==> src/rtl/gpu_font_pkg.sv <==
// Shared glyph-font constants, sequencer state encoding and the flash word address packing.
// Used by glyph_fetch_sequencer and glyph_texel_addr.
package gpu_font_pkg;

   localparam int CHAR_W       = 64;
   localparam int CHAR_H       = 128;
   localparam int WORD_BITS    = 16;
   localparam int FLASH_ADDR_W = 22;
   localparam int FONT_IDX_W   = 5;
   localparam int CHAR_IDX_W   = 8;

   localparam int ROW_W     = $clog2(CHAR_H);
   localparam int COL_W     = $clog2(CHAR_W);
   localparam int BIT_W     = $clog2(WORD_BITS);
   localparam int COLWORD_W = COL_W - BIT_W;

   // 8.8 step accumulators carry one extra integer bit so they can saturate instead of wrapping
   localparam int FRAC_W = 8;
   localparam int ACC_W  = 17;
   localparam int INT_W  = ACC_W - FRAC_W;

   typedef enum logic [1:0] {
      ST_IDLE,
      ST_ADDR,
      ST_FETCH,
      ST_EMIT
   } seq_state_t;

   function automatic logic [FLASH_ADDR_W-1:0] pack_word_addr(
      input logic [FONT_IDX_W-1:0] font,
      input logic [CHAR_IDX_W-1:0] glyph_char,
      input logic [ROW_W-1:0]      row,
      input logic [COLWORD_W-1:0]  col_word
   );
      return {font, glyph_char, row, col_word};
   endfunction

   function automatic logic [ACC_W-1:0] sat_add(
      input logic [ACC_W-1:0] acc,
      input logic [15:0]      step
   );
      logic [ACC_W:0] sum;
      sum = {1'b0, acc} + {{(ACC_W-15){1'b0}}, step};
      return sum[ACC_W] ? {ACC_W{1'b1}} : sum[ACC_W-1:0];
   endfunction

endpackage

==> src/rtl/glyph_texel_addr.sv <==
// Combinational texel locator: clamps the fixed-point source position to the glyph
// and returns the flash word address plus the bit index inside that word.
module glyph_texel_addr
   import gpu_font_pkg::*;
(
   input  logic [ACC_W-1:0]        acc_x,
   input  logic [ACC_W-1:0]        acc_y,
   input  logic [FONT_IDX_W-1:0]   font,
   input  logic [CHAR_IDX_W-1:0]   glyph_char,
   output logic [FLASH_ADDR_W-1:0] word_addr,
   output logic [BIT_W-1:0]        bit_idx
);

   logic [INT_W-1:0] int_x;
   logic [INT_W-1:0] int_y;
   logic [COL_W-1:0] src_x;
   logic [ROW_W-1:0] src_y;
   logic             unused_frac_bits;

   // Only the integer part selects a texel; positions past the glyph edge stick to the last texel
   always_comb begin
      int_x = acc_x[ACC_W-1:FRAC_W];
      int_y = acc_y[ACC_W-1:FRAC_W];
      src_x = (int_x > INT_W'(CHAR_W-1)) ? COL_W'(CHAR_W-1) : int_x[COL_W-1:0];
      src_y = (int_y > INT_W'(CHAR_H-1)) ? ROW_W'(CHAR_H-1) : int_y[ROW_W-1:0];
      word_addr = pack_word_addr(font, glyph_char, src_y, src_x[COL_W-1:BIT_W]);
      bit_idx   = src_x[BIT_W-1:0];
   end

   assign unused_frac_bits = ^{acc_x[FRAC_W-1:0], acc_y[FRAC_W-1:0]};

endmodule

==> src/rtl/glyph_fetch_sequencer.sv <==
// Renders one glyph from font flash into a destination pixel stream with DDA scaling
// and a one-word read cache. Optional macro GLYPH_TRANSPARENT_SKIP_EN drops off pixels.
module glyph_fetch_sequencer
   import gpu_font_pkg::*;
(
   input  logic                    clk,
   input  logic                    reset_n,
   input  logic                    cmd_valid,
   output logic                    cmd_ready,
   input  logic [FONT_IDX_W-1:0]   cmd_font,
   input  logic [CHAR_IDX_W-1:0]   cmd_char,
   input  logic [9:0]              cmd_w,
   input  logic [9:0]              cmd_h,
   input  logic [15:0]             cmd_x,
   input  logic [15:0]             cmd_y,
   input  logic [15:0]             cmd_step_x,
   input  logic [15:0]             cmd_step_y,
   output logic                    flash_req,
   output logic [FLASH_ADDR_W-1:0] flash_addr,
   input  logic                    flash_ack,
   input  logic [WORD_BITS-1:0]    flash_data,
   output logic                    pix_valid,
   input  logic                    pix_ready,
   output logic [15:0]             pix_x,
   output logic [15:0]             pix_y,
   output logic                    pix_on,
   output logic                    pix_last,
   output logic                    busy
);

   localparam logic [BIT_W-1:0] MSB_IDX = BIT_W'(WORD_BITS-1);

   seq_state_t state;
   seq_state_t state_next;

   logic [FONT_IDX_W-1:0]   font_q;
   logic [CHAR_IDX_W-1:0]   char_q;
   logic [9:0]              w_q;
   logic [9:0]              h_q;
   logic [15:0]             x0_q;
   logic [15:0]             y0_q;
   logic [15:0]             step_x_q;
   logic [15:0]             step_y_q;
   logic [9:0]              x_q;
   logic [9:0]              y_q;
   logic [ACC_W-1:0]        acc_x_q;
   logic [ACC_W-1:0]        acc_y_q;
   logic                    cache_valid_q;
   logic [FLASH_ADDR_W-1:0] cache_tag_q;
   logic [WORD_BITS-1:0]    cache_data_q;

   logic [FLASH_ADDR_W-1:0] word_addr;
   logic [BIT_W-1:0]        bit_idx;
   logic                    accept;
   logic                    fetch_done;
   logic                    advance;
   logic                    row_end;
   logic                    is_last;
   logic                    emit_on;
   logic                    emit_show;

   glyph_texel_addr u_texel_addr (
      .acc_x      (acc_x_q),
      .acc_y      (acc_y_q),
      .font       (font_q),
      .glyph_char (char_q),
      .word_addr  (word_addr),
      .bit_idx    (bit_idx)
   );

   assign row_end = (x_q == w_q - 10'd1);
   assign is_last = row_end && (y_q == h_q - 10'd1);
   assign emit_on = cache_data_q[MSB_IDX - bit_idx];

`ifdef GLYPH_TRANSPARENT_SKIP_EN
   // Blank texels are walked silently; the final pixel always shows so pix_last is seen
   assign emit_show = emit_on | is_last;
`else
   assign emit_show = 1'b1;
`endif

   always_comb begin
      state_next = state;
      accept     = 1'b0;
      fetch_done = 1'b0;
      advance    = 1'b0;
      case (state)
         ST_IDLE: begin
            if (cmd_valid) begin
               accept = 1'b1;
               if (cmd_w != 10'd0 && cmd_h != 10'd0) begin
                  state_next = ST_ADDR;
               end
            end
         end
         ST_ADDR: begin
            state_next = (cache_valid_q && cache_tag_q == word_addr) ? ST_EMIT : ST_FETCH;
         end
         ST_FETCH: begin
            if (flash_ack) begin
               fetch_done = 1'b1;
               state_next = ST_EMIT;
            end
         end
         ST_EMIT: begin
            if (pix_ready || !emit_show) begin
               advance    = 1'b1;
               state_next = is_last ? ST_IDLE : ST_ADDR;
            end
         end
         default: state_next = ST_IDLE;
      endcase
   end

   always_ff @(posedge clk or negedge reset_n) begin
      if (!reset_n) begin
         state         <= ST_IDLE;
         font_q        <= '0;
         char_q        <= '0;
         w_q           <= '0;
         h_q           <= '0;
         x0_q          <= '0;
         y0_q          <= '0;
         step_x_q      <= '0;
         step_y_q      <= '0;
         x_q           <= '0;
         y_q           <= '0;
         acc_x_q       <= '0;
         acc_y_q       <= '0;
         cache_valid_q <= 1'b0;
         cache_tag_q   <= '0;
         cache_data_q  <= '0;
      end else begin
         state <= state_next;
         if (accept) begin
            font_q        <= cmd_font;
            char_q        <= cmd_char;
            w_q           <= cmd_w;
            h_q           <= cmd_h;
            x0_q          <= cmd_x;
            y0_q          <= cmd_y;
            step_x_q      <= cmd_step_x;
            step_y_q      <= cmd_step_y;
            x_q           <= '0;
            y_q           <= '0;
            acc_x_q       <= '0;
            acc_y_q       <= '0;
            cache_valid_q <= 1'b0;
         end
         if (fetch_done) begin
            cache_data_q  <= flash_data;
            cache_tag_q   <= word_addr;
            cache_valid_q <= 1'b1;
         end
         if (advance && !is_last) begin
            if (row_end) begin
               x_q     <= '0;
               acc_x_q <= '0;
               y_q     <= y_q + 10'd1;
               acc_y_q <= sat_add(acc_y_q, step_y_q);
            end else begin
               x_q     <= x_q + 10'd1;
               acc_x_q <= sat_add(acc_x_q, step_x_q);
            end
         end
      end
   end

   // cmd_ready is gated by reset so every output reads 0 while reset_n is low
   assign cmd_ready  = reset_n && (state == ST_IDLE);
   assign busy       = (state != ST_IDLE);
   assign flash_req  = (state == ST_FETCH);
   assign flash_addr = flash_req ? word_addr : '0;
   assign pix_valid  = (state == ST_EMIT) && emit_show;
   assign pix_x      = pix_valid ? x0_q + 16'(x_q) : 16'd0;
   assign pix_y      = pix_valid ? y0_q + 16'(y_q) : 16'd0;
   assign pix_on     = pix_valid && emit_on;
   assign pix_last   = pix_valid && is_last;

endmodule

==> config.mk <==
export PLATFORM = sky130hd
export DESIGN_NAME = glyph_fetch_sequencer
export DESIGN_NICKNAME = d
export VERILOG_FILES = /design/src/rtl/gpu_font_pkg.sv /design/src/rtl/glyph_texel_addr.sv /design/src/rtl/glyph_fetch_sequencer.sv
export SDC_FILE = /design/constraint.sdc
export NUM_CORES = 1
export LEC_CHECK = 0
export ABC_AREA = 1
export CAP_MARGIN = 20
export CELL_PAD_IN_SITES_DETAIL_PLACEMENT = 2
export CELL_PAD_IN_SITES_GLOBAL_PLACEMENT = 2
export CORE_MARGIN = 4
export CORE_UTILIZATION = 26
export DETAILED_ROUTE_END_ITERATION = 10
export HOLD_SLACK_MARGIN = 0.08
export PLACE_DENSITY_LB_ADDON = 0.3
export SLEW_MARGIN = 5
export SYNTH_ARGS = -nofsm -noshare
export SYNTH_HDL_FRONTEND = slang
export SYNTH_SLANG_ARGS = --single-unit
==> constraint.sdc <==
create_clock -name clk -period 2.2 [get_ports clk]
set_input_delay 0.22 -clock clk [delete_from_list [all_inputs] [get_ports clk]]
set_output_delay 0.22 -clock clk [all_outputs]
set_load 0.005 [all_outputs]
# After elaboration in Yosys (flattened, before gate mapping)
# Index checks and enable logic that the tools add are counted.
[totals]
in_bits = 118
output_inout_bits = 60
reg_bits = 192
word_cells = 89
[op_classes]
magnitude_cmp = 3
muxes = 36
n_reduce_logical = 15
n_eq_ne = 10
add_sub_neg = 9
[ops]
columns = ["cell", "n"]
rows = [
  ["two-way mux 17 bit", 8],
  ["two-way mux 10 bit", 6],
  ["adder 17 x 16 -> 18 bit", 2],
  ["adder 16 x 10 -> 16 bit", 2],
  ["two-way mux 16 bit", 2],
  ["== test 22 bit", 1],
  ["two-way mux 22 bit", 1],
  ["adder 10 x 1 -> 10 bit, second input constant", 2],
  ["== test 10 bit", 2],
  ["nonzero test 10 bit", 2],
  ["subtractor 10 x 1 -> 10 bit, second input constant", 2],
  ["two-way mux 1 bit", 11],
  ["greater-than comparator 9 x 6 -> 1 bit, second input constant", 1],
  ["greater-than comparator 9 x 7 -> 1 bit, second input constant", 1],
  ["two-way mux 2 bit", 4],
  ["one-hot mux 2 bit (4 select lines)", 1],
  ["logical AND 1 bit", 7],
  ["two-way mux 7 bit", 1],
  ["two-way mux 6 bit", 1],
  ["nonzero test 2 bit", 3],
  ["less-than comparator 4 x 5 -> 1 bit, second input constant", 1],
  ["binary-select mux 1 bit (select 4 bit)", 1],
  ["== test 2 bit, second input constant", 2],
  ["!= test 2 x 1 -> 1 bit, second input constant", 2],
  ["other kinds (6)", 7],
]

# Logic depth before layout (Yosys ltp)
[logic_depth]
word_depth = 6
mapped_depth = 18
mapped_depth_nobuf = 18

# Hierarchy
# Synthesis repeated with hierarchy kept, for this count alone.
[hier_totals]
hier_cells = 1845
area_unflattened_um2 = 12851.1
[modules_own_cells]
columns = ["module", "seq_area_each_um2", "area_per_inst_um2", "n_inst", "cells_each"]
rows = [
  ["glyph_fetch_sequencer", 4804.6, 12622.1, 1, 1803],
  ["glyph_texel_addr", 0.0, 229.0, 1, 42],
]

# Worst setup path after synthesis
# OpenSTA, ideal clock, no wires.
[synth_path]
path_kind = "register to output"
start = "register w_q[0]"
end = "output pix_last"
slack_ns = 0.066
required_time_ns = 1.980
t_arrival_ns = 1.914
n_path_buf = 1
path_stages_with_launch = 14
path_cell_list = "dfrtp_1 inv_2 ha_1 nand3_2 nor2_1 nand2_1 nand3_1 nand2_1 nor2_2 nand3_2 nor2_4 nand2_4 buf_2 nor2_1"
[synth_between]
elab_chain_len = 4
[synth_lines]
columns = ["item", "line_no", "text"]
rows = [
  ["start: declaration", "glyph_fetch_sequencer.sv:38", "logic [9:0] w_q;"],
  ["start signal: assignment", "glyph_fetch_sequencer.sv:138", "w_q <= cmd_w;"],
  ["subtractor 10 x 1 -> 10 bit", "glyph_fetch_sequencer.sv:71", "assign row_end = (x_q == w_q - 10'd1);"],
  ["== test 10 bit", "glyph_fetch_sequencer.sv:71", ""],
  ["logical AND 1 bit", "glyph_fetch_sequencer.sv:72", "assign is_last = row_end && (y_q == h_q - 10'd1);"],
  ["logical AND 1 bit", "glyph_fetch_sequencer.sv:178", "assign pix_last = pix_valid && is_last;"],
  ["end: declaration", "glyph_fetch_sequencer.sv:27", "output logic pix_last,"],
]
# Every way passes these cells.

# Final worst setup path
[layout_path]
start = "register x0_q[3]"
end = "output pix_x[12]"
[layout_between]
elab_chain_len = 2
[layout_lines]
columns = ["item", "line_no", "text"]
rows = [
  ["start: declaration", "glyph_fetch_sequencer.sv:40", "logic [15:0] x0_q;"],
  ["start signal: assignment", "glyph_fetch_sequencer.sv:140", "x0_q <= cmd_x;"],
  ["adder 16 x 10 -> 16 bit", "glyph_fetch_sequencer.sv:175", "assign pix_x = pix_valid ? x0_q + 16'(x_q) : 16'd0;"],
  ["two-way mux 16 bit", "glyph_fetch_sequencer.sv:175", ""],
  ["end: declaration", "glyph_fetch_sequencer.sv:24", "output logic [15:0] pix_x,"],
]
# Every way passes these cells.

==> results.ini <==
[run_status]
status=finished with violations
violations=setup timing

[logic_synthesis]
ys_seq_area_share_pct=37.62
synth_top_cell_area_share_pct=37.62
yosys.area.top_type=dfrtp_1
synth_cell_types=45
avgSynthCellArea_um2=6.859
synth_enable_flop_cells=0
ys.warnings.count=0
ys_ff_latch=192
synth.cell_area_um2=12770
async_reset_ff_share_pct=100.0
syn_inst=1862
synth_top_flop_cell=dfrtp_1
syn-num-nets=2045
synth.area.top_cells=dfrtp_1 (38%), nand2_1 (22%), ha_1 (6.0%)

[global_routing]
grt_pass1_wl_mm=90.18
antenna_found_initial=2
globalRouteTotalUtil_pct=21.56
grt_max_degree=140
gr-total-overflow=0
grt_pass1_vias=16190

[sta]
tightest_slew_ps=895.9
rsz0062_at_grt=true
finalHoldViolCount=0
finClkSkew_ps=23.08
setup_viol=83
relSlewSlack_pct=40.28
setup_slack_ps=-482.7
final.setup.tns_ps=-26850
post-route-period-util_pct=121.9
maxSlewViolCount=0
max_freq_mhz=372.8
period_minus_slack_ps=2683

[drt]
drc=0
drt_iter0_drc=577
drt_first_pass_iters=4
vias=14370
routed_wirelength_mm=60.17
ant_nets=0
wire_per_inst_um=20.40
vias_per_cell=4.870

[critical_path]
cp.required_ps=1980
reg2reg_setup_slack_ps=-410
worst_setup_path_start_kind=flop
end_kind=output port
critPathKind=reg -> out
arrival_ps=2460
path_max_fanout=3

[clock_tree]
path_clk_slew_ps=90
numCtsBuffers=17
clock_latency_ps=510
clock_path_buffers=2
root_buffer=clkbuf_16
cts_sinks=192
cts_tree=done
ctsHtreeMaxLevel=4

[floorplan]
initial_core_util_pct=26.53
die_area_um2=52730
ios=178
core-area_um2=48150
std_cell_rows=80
die_w_um=229.6
die_y_um=229.6

[hold_path]
holdCritPathClass=in -> reg

[cells_and_area]
area_delta_synth_final_pct=53.44
most-common-layout-cells=nand2_1 (661), buf_4 (205), dfrtp_1 (182), inv_1 (150), clkdlybuf4s50_1 (116)
fillerInstances=5477
final_area_um2=19600
postLayoutCoreUtil_pct=40.70
drive_gt1_share_pct=28.20
final_nets=2464
multi_input_area_um2=8339
layout_commonest_cell=nand2_1
instances_no_fill=2950
regArea_um2=4817
antenna_cells=0

[place]
dpl-instance-area_um2=16600
gp_congestion=0.8189
io_buffers=177
dp_cells=2814
hpwl_mm=38.59

[job]
drv_cap=0

[power_and_ir_drop]
power.leakage_nw=9.883
ir_worst_vdd_mv=0.6700
p_per_area_nw_per_um2=1480

-- area by class of cell --
class | count | share of cell area [%]
Multi-Input combinational cell | 1434 | 42.56
Sequential cell | 192 | 24.58
Timing Repair Buffer | 462 | 22.13
Tap cell | 656 | 4.188
Inverter | 174 | 3.403
Clock buffer | 18 | 2.241
Clock inverter | 14 | 0.9003
-- registers in the layout, indices dropped and copies added (netlist names) --
name and cells:
cache_tag_q 22, acc_x_q 17, acc_y_q 17, cache_data_q 16, step_x_q 16, step_y_q 16
x0_q 16, y0_q 16, h_q 10, w_q 10, x_q 10, y_q 10
char_q 8, font_q 5, state 2, cache_valid_q 1
-- logic make-up (layout without fill, tap and decap cells) --
kind of cell	Yosys count	after routing	synth area share [%]
compound gates	231	231	9.582
xor+xnor	50	50	3.429
fa+ha+maj	65	65	6.603
buf+inv	236	668	7.524
flops	192	192	37.62
mux	3	3	0.2351
simple gates	1085	1085	35.01
-- metal layers --
layer / track usage [%] / routed length, um
met1: 26.45 / 26280
met2: 38.26 / 30390
met4: 7.417 / 1816
met3: 3.591 / 1661
met5: 0 / 18
-- what timing repair did --
item,4_1_cts,5_1_grt
pin swaps,163,123
hold buffers,1,0
buffers inserted,71,36
cloned,11,2
setup endpoints to repair,115,104
endpoints found under the hold margin,192,0
resized for setup,442,176
-- power breakdown --
group          switching [mW]  leakage, nW  total [mW]  internal, mW
combinational            10.6         7.15        18.9          8.35
clock                    1.64        0.298        3.47          1.83
sequential               1.51         2.44        6.62          5.11
-- final timing paths --
path | from | end | cells past startpoint
max | x0_q[3]$_DFFE_PN0P_ | pix_x[12] | 11
min | cmd_x[0] | x0_q[0]$_DFFE_PN0P_ | 3
max reg2reg | w_q[1]$_DFFE_PN0P_ | y_q[7]$_DFF_PN0_ | 18
min reg2reg | cache_valid_q$_DFFE_PN0P_ | cache_valid_q$_DFFE_PN0P_ | 2
max in group asynchronous | reset_n | y_q[9]$_DFF_PN0_ | 3
min in group asynchronous | reset_n | cache_data_q[12]$_DFFE_PN0P_ | 3
-- worst max-delay path, stage by stage, from the launching register on --
cell,delay [ps]
dfrtp_2,470
ha_4,320
buf_6,130
nand2_1,120
nor2_4,130
nand3_2,120
nand3_4,120
nand2_2,60
inv_2,100
a21oi_2,60
a211oi_2,190
buf_2,140
-- per-stage QoR --
step | hold slack [ps] | setup slack [ps] | power [mW]
floorplan | -75.59 | 65.56 | 14.47
global placement | 455.5 | -482.5 | 20.44
detailed placement | 473.6 | -624.0 | 21.35
CTS | 218.6 | -484.0 | 27.31
global route | 254.2 | -569.4 | 31.35
finish | 253.0 | -482.7 | 29.01
-- synth_stat cells (3+ instances only) --
| library cell | instances |
|---|---|
| nor2_2 | 7 |
| nand2_1 | 752 |
| nand3_1 | 119 |
| nand4_1 | 35 |
| xor2_1 | 23 |
| nor4_1 | 4 |
| nor3_1 | 18 |
| fa_1 | 4 |
| mux2i_1 | 3 |
| buf_1 | 9 |
| or2_2 | 6 |
| o21bai_1 | 4 |
| a21oi_1 | 80 |
| inv_2 | 7 |
| dfrtp_1 | 192 |
| a211oi_1 | 4 |
| o22ai_1 | 5 |
| a21boi_0 | 4 |
| inv_1 | 165 |
| clkbuf_1 | 34 |
| buf_6 | 7 |
| o211ai_1 | 4 |
| o21ai_0 | 121 |
| ha_1 | 61 |
| buf_2 | 9 |
| nand3b_1 | 6 |
| nor2_1 | 129 |
| xnor2_1 | 27 |
| buf_4 | 3 |
No activity file was read; power rests on OpenSTA's default activity.
